--- config.mk ---
export PLATFORM = sky130hd
export DESIGN_NAME = palette_ram_flat
export DESIGN_NICKNAME = d
export VERILOG_FILES = /design/src/rtl/palette_ram_if.sv /design/src/rtl/palette_ram.sv /design/src/flat_wrapper.sv
export SDC_FILE = /design/constraint.sdc
export NUM_CORES = 1
export LEC_CHECK = 0
export ABC_AREA = 1
export BUFFER_PORTS_ARGS = -buffer_cell sky130_fd_sc_hd__buf_2
export CORE_ASPECT_RATIO = 2
export CORE_MARGIN = 2
export CORE_UTILIZATION = 55
export DETAILED_ROUTE_END_ITERATION = 12
export PLACE_DENSITY = 0.81
export REMOVE_ABC_BUFFERS = 1
export SYNTH_ARGS = -nofsm -noshare
export SYNTH_HDL_FRONTEND = slang
export SYNTH_SLANG_ARGS = --single-unit
--- constraint.sdc ---
create_clock -name clk -period 2.35 [get_ports clk]
set_clock_uncertainty 0.05 [all_clocks]
set_input_delay 0.47 -clock clk [delete_from_list [all_inputs] [get_ports clk]]
set_output_delay 0.47 -clock clk [all_outputs]
set_load 0.005 [all_outputs]
--- src/rtl/palette_ram_if.sv ---
// Bundle of the palette RAM control, write and read signals.
//
// Signals (master drives, slave = palette_ram):
//   init_req  -> one-cycle request to reload the default palette
//   wr_en     -> write strobe
//   wr_addr   -> write index                     [ADDR_W-1:0]
//   wr_data   -> write colour                    [COLOR_W-1:0]
//   rd_addr   -> packed read indices, port i = [i*ADDR_W +: ADDR_W]
//   rd_color  <- packed registered colours, port i = [i*COLOR_W +: COLOR_W]
//   ready     <- palette loaded and accepting writes
//   wr_err    <- one-cycle pulse after a rejected write
//   dbg_state <- FSM state (0 = INIT, 1 = READY) for observation
//
// Write handshake: a write is taken at the rising edge where wr_en=1,
// ready=1 and init_req=0. Any other wr_en=1 cycle is dropped without
// touching memory, and wr_err is high for exactly the following cycle.
// There is no back-pressure; the master must watch ready itself.
interface palette_ram_if #(
  parameter int ADDR_W  = 4,
  parameter int COLOR_W = 8,
  parameter int NPORTS  = 2
);
  logic                        init_req;
  logic                        wr_en;
  logic [ADDR_W-1:0]           wr_addr;
  logic [COLOR_W-1:0]          wr_data;
  logic [NPORTS*ADDR_W-1:0]    rd_addr;
  logic [NPORTS*COLOR_W-1:0]   rd_color;
  logic                        ready;
  logic                        wr_err;
  logic                        dbg_state;

  modport master (
    output init_req, wr_en, wr_addr, wr_data, rd_addr,
    input  rd_color, ready, wr_err, dbg_state
  );

  modport slave (
    input  init_req, wr_en, wr_addr, wr_data, rd_addr,
    output rd_color, ready, wr_err, dbg_state
  );
endinterface

--- src/rtl/palette_ram.sv ---
// Multi-port palette RAM with self-loading default colour table.
//
// After reset (or an init_req while READY) the block spends exactly DEPTH
// cycles writing the default table into every entry, then accepts writes.
// Each read port registers memory[rd_addr_i] with one cycle of latency and a
// write-first bypass against the write performed at the same edge.
//
// Ports:
//   clk    - sole clock, rising edge
//   rst_n  - asynchronous active-low reset
//   bus    - palette_ram_if slave modport (see interface file)
module palette_ram #(
  parameter int ADDR_W  = 4,
  parameter int COLOR_W = 8,
  parameter int NPORTS  = 2
) (
  input  logic          clk,
  input  logic          rst_n,
  palette_ram_if.slave  bus
);

  localparam int DEPTH = 1 << ADDR_W;

  typedef enum logic {
    ST_INIT  = 1'b0,
    ST_READY = 1'b1
  } state_t;

  state_t                      state_q, state_d;
  logic [ADDR_W-1:0]           cnt_q, cnt_d;
  logic                        wr_err_q, wr_err_d;
  logic [NPORTS*COLOR_W-1:0]   rd_color_q, rd_color_d;

  // Palette storage; contents are fully rewritten by INIT, so no reset.
  logic [COLOR_W-1:0]          mem [DEPTH];

  logic                        mem_we;
  logic [ADDR_W-1:0]           mem_waddr;
  logic [COLOR_W-1:0]          mem_wdata;
  logic [ADDR_W-1:0]           ra;

  // Default 8-bit RRRGGGBB table; zero-extended or cut to the low COLOR_W bits.
  function automatic logic [COLOR_W-1:0] default_color(input logic [ADDR_W-1:0] idx);
    logic [31:0]          i;
    logic [7:0]           v;
    logic [COLOR_W+7:0]   ext;
    i = 32'(idx);
    case (i)
      32'd0:   v = 8'h00;
      32'd1:   v = 8'h02;
      32'd2:   v = 8'h14;
      32'd3:   v = 8'h16;
      32'd4:   v = 8'hA0;
      32'd5:   v = 8'hA2;
      32'd6:   v = 8'hA8;
      32'd7:   v = 8'hB6;
      32'd8:   v = 8'h49;
      32'd9:   v = 8'h4B;
      32'd10:  v = 8'h5D;
      32'd11:  v = 8'h5F;
      32'd12:  v = 8'hE9;
      32'd13:  v = 8'hEB;
      32'd14:  v = 8'hFD;
      32'd15:  v = 8'hFF;
      default: v = 8'h00;
    endcase
    ext = {{COLOR_W{1'b0}}, v};
    return ext[COLOR_W-1:0];
  endfunction

  // Next-state and write-port selection.
  always_comb begin
    state_d   = state_q;
    cnt_d     = cnt_q;
    wr_err_d  = 1'b0;
    mem_we    = 1'b0;
    mem_waddr = cnt_q;
    mem_wdata = default_color(cnt_q);
    case (state_q)
      ST_INIT: begin
        // Loader owns the write port; init_req is ignored, wr_en rejected.
        mem_we   = 1'b1;
        wr_err_d = bus.wr_en;
        if (&cnt_q) begin
          state_d = ST_READY;
          cnt_d   = '0;
        end else begin
          cnt_d = cnt_q + 1'b1;
        end
      end
      ST_READY: begin
        if (bus.init_req) begin
          state_d  = ST_INIT;
          cnt_d    = '0;
          wr_err_d = bus.wr_en;
        end else if (bus.wr_en) begin
          mem_we    = 1'b1;
          mem_waddr = bus.wr_addr;
          mem_wdata = bus.wr_data;
        end
      end
      default: state_d = ST_INIT;
    endcase
  end

  // Read ports: zero while loading, otherwise memory with write-first bypass.
  always_comb begin
    rd_color_d = '0;
    ra         = '0;
    if (state_q == ST_READY) begin
      for (int i = 0; i < NPORTS; i++) begin
        ra = bus.rd_addr[i*ADDR_W +: ADDR_W];
        if (mem_we && (ra == mem_waddr)) begin
          rd_color_d[i*COLOR_W +: COLOR_W] = mem_wdata;
        end else begin
          rd_color_d[i*COLOR_W +: COLOR_W] = mem[ra];
        end
      end
    end
  end

  always_ff @(posedge clk or negedge rst_n) begin
    if (!rst_n) begin
      state_q    <= ST_INIT;
      cnt_q      <= '0;
      wr_err_q   <= 1'b0;
      rd_color_q <= '0;
    end else begin
      state_q    <= state_d;
      cnt_q      <= cnt_d;
      wr_err_q   <= wr_err_d;
      rd_color_q <= rd_color_d;
    end
  end

  always_ff @(posedge clk) begin
    if (mem_we) begin
      mem[mem_waddr] <= mem_wdata;
    end
  end

  assign bus.ready     = (state_q == ST_READY);
  assign bus.wr_err    = wr_err_q;
  assign bus.rd_color  = rd_color_q;
  assign bus.dbg_state = state_q;

endmodule

--- src/flat_wrapper.sv ---
// flat-port wrapper written by rule: the top's interface ports become plain ports
module palette_ram_flat 
#(
  parameter int ADDR_W  = 4,
  parameter int COLOR_W = 8,
  parameter int NPORTS  = 2
)
  (clk, rst_n, bus_init_req, bus_wr_en, bus_wr_addr, bus_wr_data, bus_rd_addr, bus_rd_color, bus_ready, bus_wr_err, bus_dbg_state);
  palette_ram_if #(.ADDR_W(ADDR_W), .COLOR_W(COLOR_W), .NPORTS(NPORTS)) bus_i ();
  input  logic clk;
  input  logic rst_n;
  input wire logic [$bits(bus_i.init_req)-1:0] bus_init_req;
  input wire logic [$bits(bus_i.wr_en)-1:0] bus_wr_en;
  input wire logic [$bits(bus_i.wr_addr)-1:0] bus_wr_addr;
  input wire logic [$bits(bus_i.wr_data)-1:0] bus_wr_data;
  input wire logic [$bits(bus_i.rd_addr)-1:0] bus_rd_addr;
  output wire logic [$bits(bus_i.rd_color)-1:0] bus_rd_color;
  output wire logic [$bits(bus_i.ready)-1:0] bus_ready;
  output wire logic [$bits(bus_i.wr_err)-1:0] bus_wr_err;
  output wire logic [$bits(bus_i.dbg_state)-1:0] bus_dbg_state;
  assign bus_i.init_req = bus_init_req;
  assign bus_i.wr_en = bus_wr_en;
  assign bus_i.wr_addr = bus_wr_addr;
  assign bus_i.wr_data = bus_wr_data;
  assign bus_i.rd_addr = bus_rd_addr;
  assign bus_rd_color = bus_i.rd_color;
  assign bus_ready = bus_i.ready;
  assign bus_wr_err = bus_i.wr_err;
  assign bus_dbg_state = bus_i.dbg_state;
  palette_ram #(.ADDR_W(ADDR_W), .COLOR_W(COLOR_W), .NPORTS(NPORTS)) u_core (.clk(clk), .rst_n(rst_n), .bus(bus_i));
endmodule
# Yosys cells after proc, flatten, opt, wreduce, memory -nomap -nowiden
# Memories as Yosys holds them, arrays and structs flattened.
# Cells that the tools add are included.
# word_totals
regBits,22
latch_bits,0
ramBits,128
romBits,128
inputBits,24
output_inout_bits,19
wordCells,36
mem_count,2
# op_classes
addsub,1
mul,0
div,0
n_lt_le_gt_ge,0
eq_ne,3
shift,0
muxes,22
bitwise,1
n_reduce_logical,3
# memory_table
memory,words,word_bits,rd,rd_clocked_by_memory_dff,wr,line,source
(name not given),16,8,1,0,0,palette_ram.sv:48,case (i)
u_core.mem,16,8,2,0,1,palette_ram.sv:35,logic [COLOR_W-1:0] mem [DEPTH];
# ops
cell,count
8-bit 2-to-1 mux,5
4-bit 2-to-1 mux,5
16-bit 2-to-1 mux,1
4-bit == test,2
4-bit one-hot mux with 2 select lines,1
1-bit 2-to-1 mux,7
1-bit one-hot mux with 2 select lines,3
4-bit by 1-bit adder with 4-bit output (second input constant),1
4-bit AND reduction,1
1-bit logical AND,2
2-bit inequality test (second input constant),1
1-bit inverter,1

# Depth between registers and ports, before layout
# logic_depth
word_depth,7
mapped_depth,12
depth_no_buf,11

# Worst setup path before layout
# Ideal clock, no wire load.
# synth_path
path_type,register to register
start,register u_core.state_q (netlist: u_core.bus.dbg_state)
end,memory u_core.mem[12][0] (enable)
arrival_ps,1647
t_required_ps,1917
slack_ps,270
stages_incl_launch_ff,7
n_path_buf,0
cell_sequence,dfrtp_1 inv_2 nor2_4 nand3_1 nand2_1 nand2_1 nor3_1
# synth_via
elab_chain_len,4
elab_cells_between_ends,5
classes_between,4 x mux; 1 x bitwise
# synth_lines
element,line,source
from (decl),palette_ram.sv:29,"state_t state_q, state_d;"
from (signal assigned),palette_ram.sv:129,state_q <= state_d;
1-bit inverter,palette_ram.sv:79,case (state_q)
1-bit one-hot mux with 2 select lines,palette_ram.sv:79,
1-bit 2-to-1 mux,palette_ram.sv:137,if (mem_we) begin
1-bit 2-to-1 mux (implied by the code),palette_ram.sv:138,mem[mem_waddr] <= mem_wdata;
to (decl),palette_ram.sv:35,
# Several ways; a longest one is shown, not always the timed one.

# Worst setup path after layout
# layout_path
start,register u_core.state_q (netlist: u_core.bus.dbg_state)
end,memory u_core.mem[2][2] (enable)
# Same word-level chain as after synthesis.

==> run_results.csv <==
group,metric,value,unit
worst_setup_path,worst-endpoint-required,2.44,ns
pwr,p_leak,3.84,nW
synthesis,ys.flop_type,"edfxtp_1",
routing,antenna_left,0,
final_layout,antenna-diode-count,0,
clock_tree,cts_resized,0,
worst_setup_path,cp_max_fo,8,
die,die_area,15100,um2
die,core,13800,um2
synthesis,ys_types,25,
synthesis,synth_edf_count,128,
synthesis,synthesis.area,7720,um2
timing,setup_viol,0,
routing,drtIter0Drc,1031,
final_layout,final_area,8990,um2
global_routing,grtUsageMet1,0.377,
synthesis,synthCells,903,
timing,drv_slew,0,
die,rows,61,
final_layout,final_common_cell,"nand2_1",
final_layout,stdcell_count,1159,
synthesis,synth-seq-cells,150,
global_routing,overflow,0,
timing,worst_pin_slew,0.747,ns
final_layout,area_delta_synth_final,16.4,%
worst_setup_path,slowest_delay,0.47,ns
routing,post_drt_wl_per_cell,21.2,um
clock_tree,clockRootBuffer,"clkbuf_16",
synthesis,syn_area_per_cell,8.55,um2
global_routing,busiest_layer,"met2",
placement,dpl_cell_area,8370,um2
global_routing,grt_pass1_wl,37800,um
worst_hold_path,hold_depth,3,
synthesis,async_reset_ff_frac,0.147,
worst_setup_path,cp-start-kind,"flop",
timing,hold_ws,0.285,ns
clock_tree,insertion_delay,0.43,ns
timing,fmax,0.487,GHz
die,boundaryPins,43,
worst_setup_path,endpoint_kind,"flop",
global_routing,grt_pass1_vias,7004,
die,start_util,0.559,
die,die_w,87.8,um
clock_tree,cts.clk_slew.worst_paths,0.06,ns
clock_tree,cts_tree,"done",
clock_tree,cts.sinks,150,
global_routing,antenna_found_initial,0,
routing,num_vias,7058,
worst_setup_path,crit_slowest_cell,"dfrtp_1",
clock_tree,htree_levels,4,
placement,io_buffers,42,
pwr,power.density,1130,nW/um2
clock_tree,cts_buffer_depth,2,
synthesis,yosysSeqAreaShare,0.569,
placement,dp_hpwl,16500,um
final_layout,fin_nets,983,
timing,hold_viol_final,0,
worst_setup_path,rr_worst_depth,7,
run_status,status,"completed",
worst_setup_path,worst-path-buf-inv,2,
worst_setup_path,crit_family,"simple AND/OR/NAND/NOR gates",
final_layout,final_cell_mix,"276 x nand2_1, 198 x nand3_1, 128 x edfxtp_1",
worst_setup_path,crit_arrival,2.14,ns
worst_setup_path,cp.depth,7,
placement,place.gp.congestion,0.957,
worst_setup_path,cp_common_cell,"nand2_1",
timing,rsz0062_at_grt,"no",
clock_tree,numCtsBuffers,17,
routing,wl,24600,um
routing,firstDrtPassIters,7,
timing,relSlewSlack,0.502,
timing,post-route-min-period,2.05,ns
job,maxCapViolCount,0,
global_routing,use_met2,0.563,
timing,tns,0,ns
pwr,peakVddDrop,0.942,mV
die,die_h,172,um
placement,dpl.cell_count,1126,
routing,viasPerCell,6.09,
final_layout,drive_gt1_frac,0.136,
global_routing,grtUsageMet3,0.0609,
global_routing,grt_max_degree,84,
worst_hold_path,hp-class,"input pin to flop",
worst_setup_path,crit_chain,"nand3_2, nand2_1, nand2_1, inv_2, nand3_1, nor2_1, buf_4",
global_routing,grt_usage,0.348,
timing,period_share,0.874,
routing,drc,0,
worst_setup_path,path_class,"flop to flop",
synthesis,yosysWarningCount,0,
[cells in the mapped netlist, types with 8 or more instances]
| library cell | n | area [um2] |
|---|---|---|
| buf_2 | 8 | 40.0 |
| inv_1 | 52 | 195 |
| buf_1 | 17 | 63.8 |
| nand2_1 | 276 | 1040 |
| nand3_1 | 198 | 991 |
| clkbuf_1 | 27 | 101 |
| a21oi_1 | 44 | 220 |
| edfxtp_1 | 128 | 3840 |
| o21ai_0 | 46 | 230 |
| nor2_1 | 37 | 139 |
| dfrtp_1 | 22 | 551 |
| nand4_1 | 10 | 62.6 |
[metal layers]
layer	up-vias	part of all wire
met5	-	0
met4	0	0.11
met3	152	0.085
met2	523	0.49
met1	3203	0.31
li1	3180	-
[flip-flops by register name, summed over array words and instances (netlist names)]
| register | flops |
|---|---|
| u_core.mem | 128 |
| u_core.bus.rd_color | 16 |
| u_core.cnt_q | 4 |
| u_core.bus.dbg_state | 1 |
| u_core.bus.wr_err | 1 |
[area by class of cell]
class | instances | area (um2)
Clock buffer | 20 | 437
Clock inverter | 12 | 176
Fill cell | 1089 | 4820
Inverter | 62 | 233
Multi-Input combinational cell | 635 | 2860
Sequential cell | 150 | 4390
Tap cell | 189 | 236
Timing Repair Buffer | 91 | 656
[worst reg2reg max path, cell delays in order, from the launching register on]
cell	delay (ns)
dfrtp_1	0.47
nand3_2	0.21
nand2_1	0.17
nand2_1	0.14
inv_2	0.09
nand3_1	0.12
nor2_1	0.29
buf_4	0.23
[where the power goes]
group	switching (mW)	total, mW	internal, mW
combinational	2.24	3.10	0.858
clock	1.07	2.85	1.78
sequential	0.285	4.25	3.96
total	3.60	10.2	6.60
[what timing repair did]
item | CTS | global route
buffers inserted | 0 | 0
endpoints found under the hold margin | 22 | 0
hold buffers | 1 | 0
[worst paths after layout]
| check | end | slack [ns] | startpoint |
|---|---|---|---|
| max in group asynchronous | u_core.bus.dbg_state | 1.38 | rst_n |
| worst min register to register | u_core.cnt_q[0] | 0.57 | u_core.cnt_q[0] |
| worst max register to register | u_core.mem[2][2] | 0.30 | u_core.bus.dbg_state |
| min in group asynchronous | u_core.bus.rd_color[4] | 0.50 | rst_n |
| worst min-delay path | u_core.bus.wr_err | 0.29 | bus_wr_en |
| worst max-delay path | u_core.mem[2][2] | 0.30 | u_core.bus.dbg_state |
[logic make-up after synthesis]
family,Yosys count,synth area share
buffers and inverters,118,0.0606
and+or+nand+nor,535,0.302
AOI/OAI and AO/OA,96,0.0629
adders and majority gates,2,0.00324
xor gates and xnor gates,2,0.00227
DFF,150,0.569
[metrics by stage]
step / util / worst slack, ns / power [mW]
after detailed placement: 0.606 / 0.195 / 7.28
after CTS: 0.651 / 0.345 / 10.1
after global placement: 0.606 / 0.238 / 7.22
after floorplan: - / -0.187 / 5.86
final: 0.651 / 0.297 / 10.2
after global routing: 0.651 / 0.174 / 10.6
(Power assumes the default switching activity.)
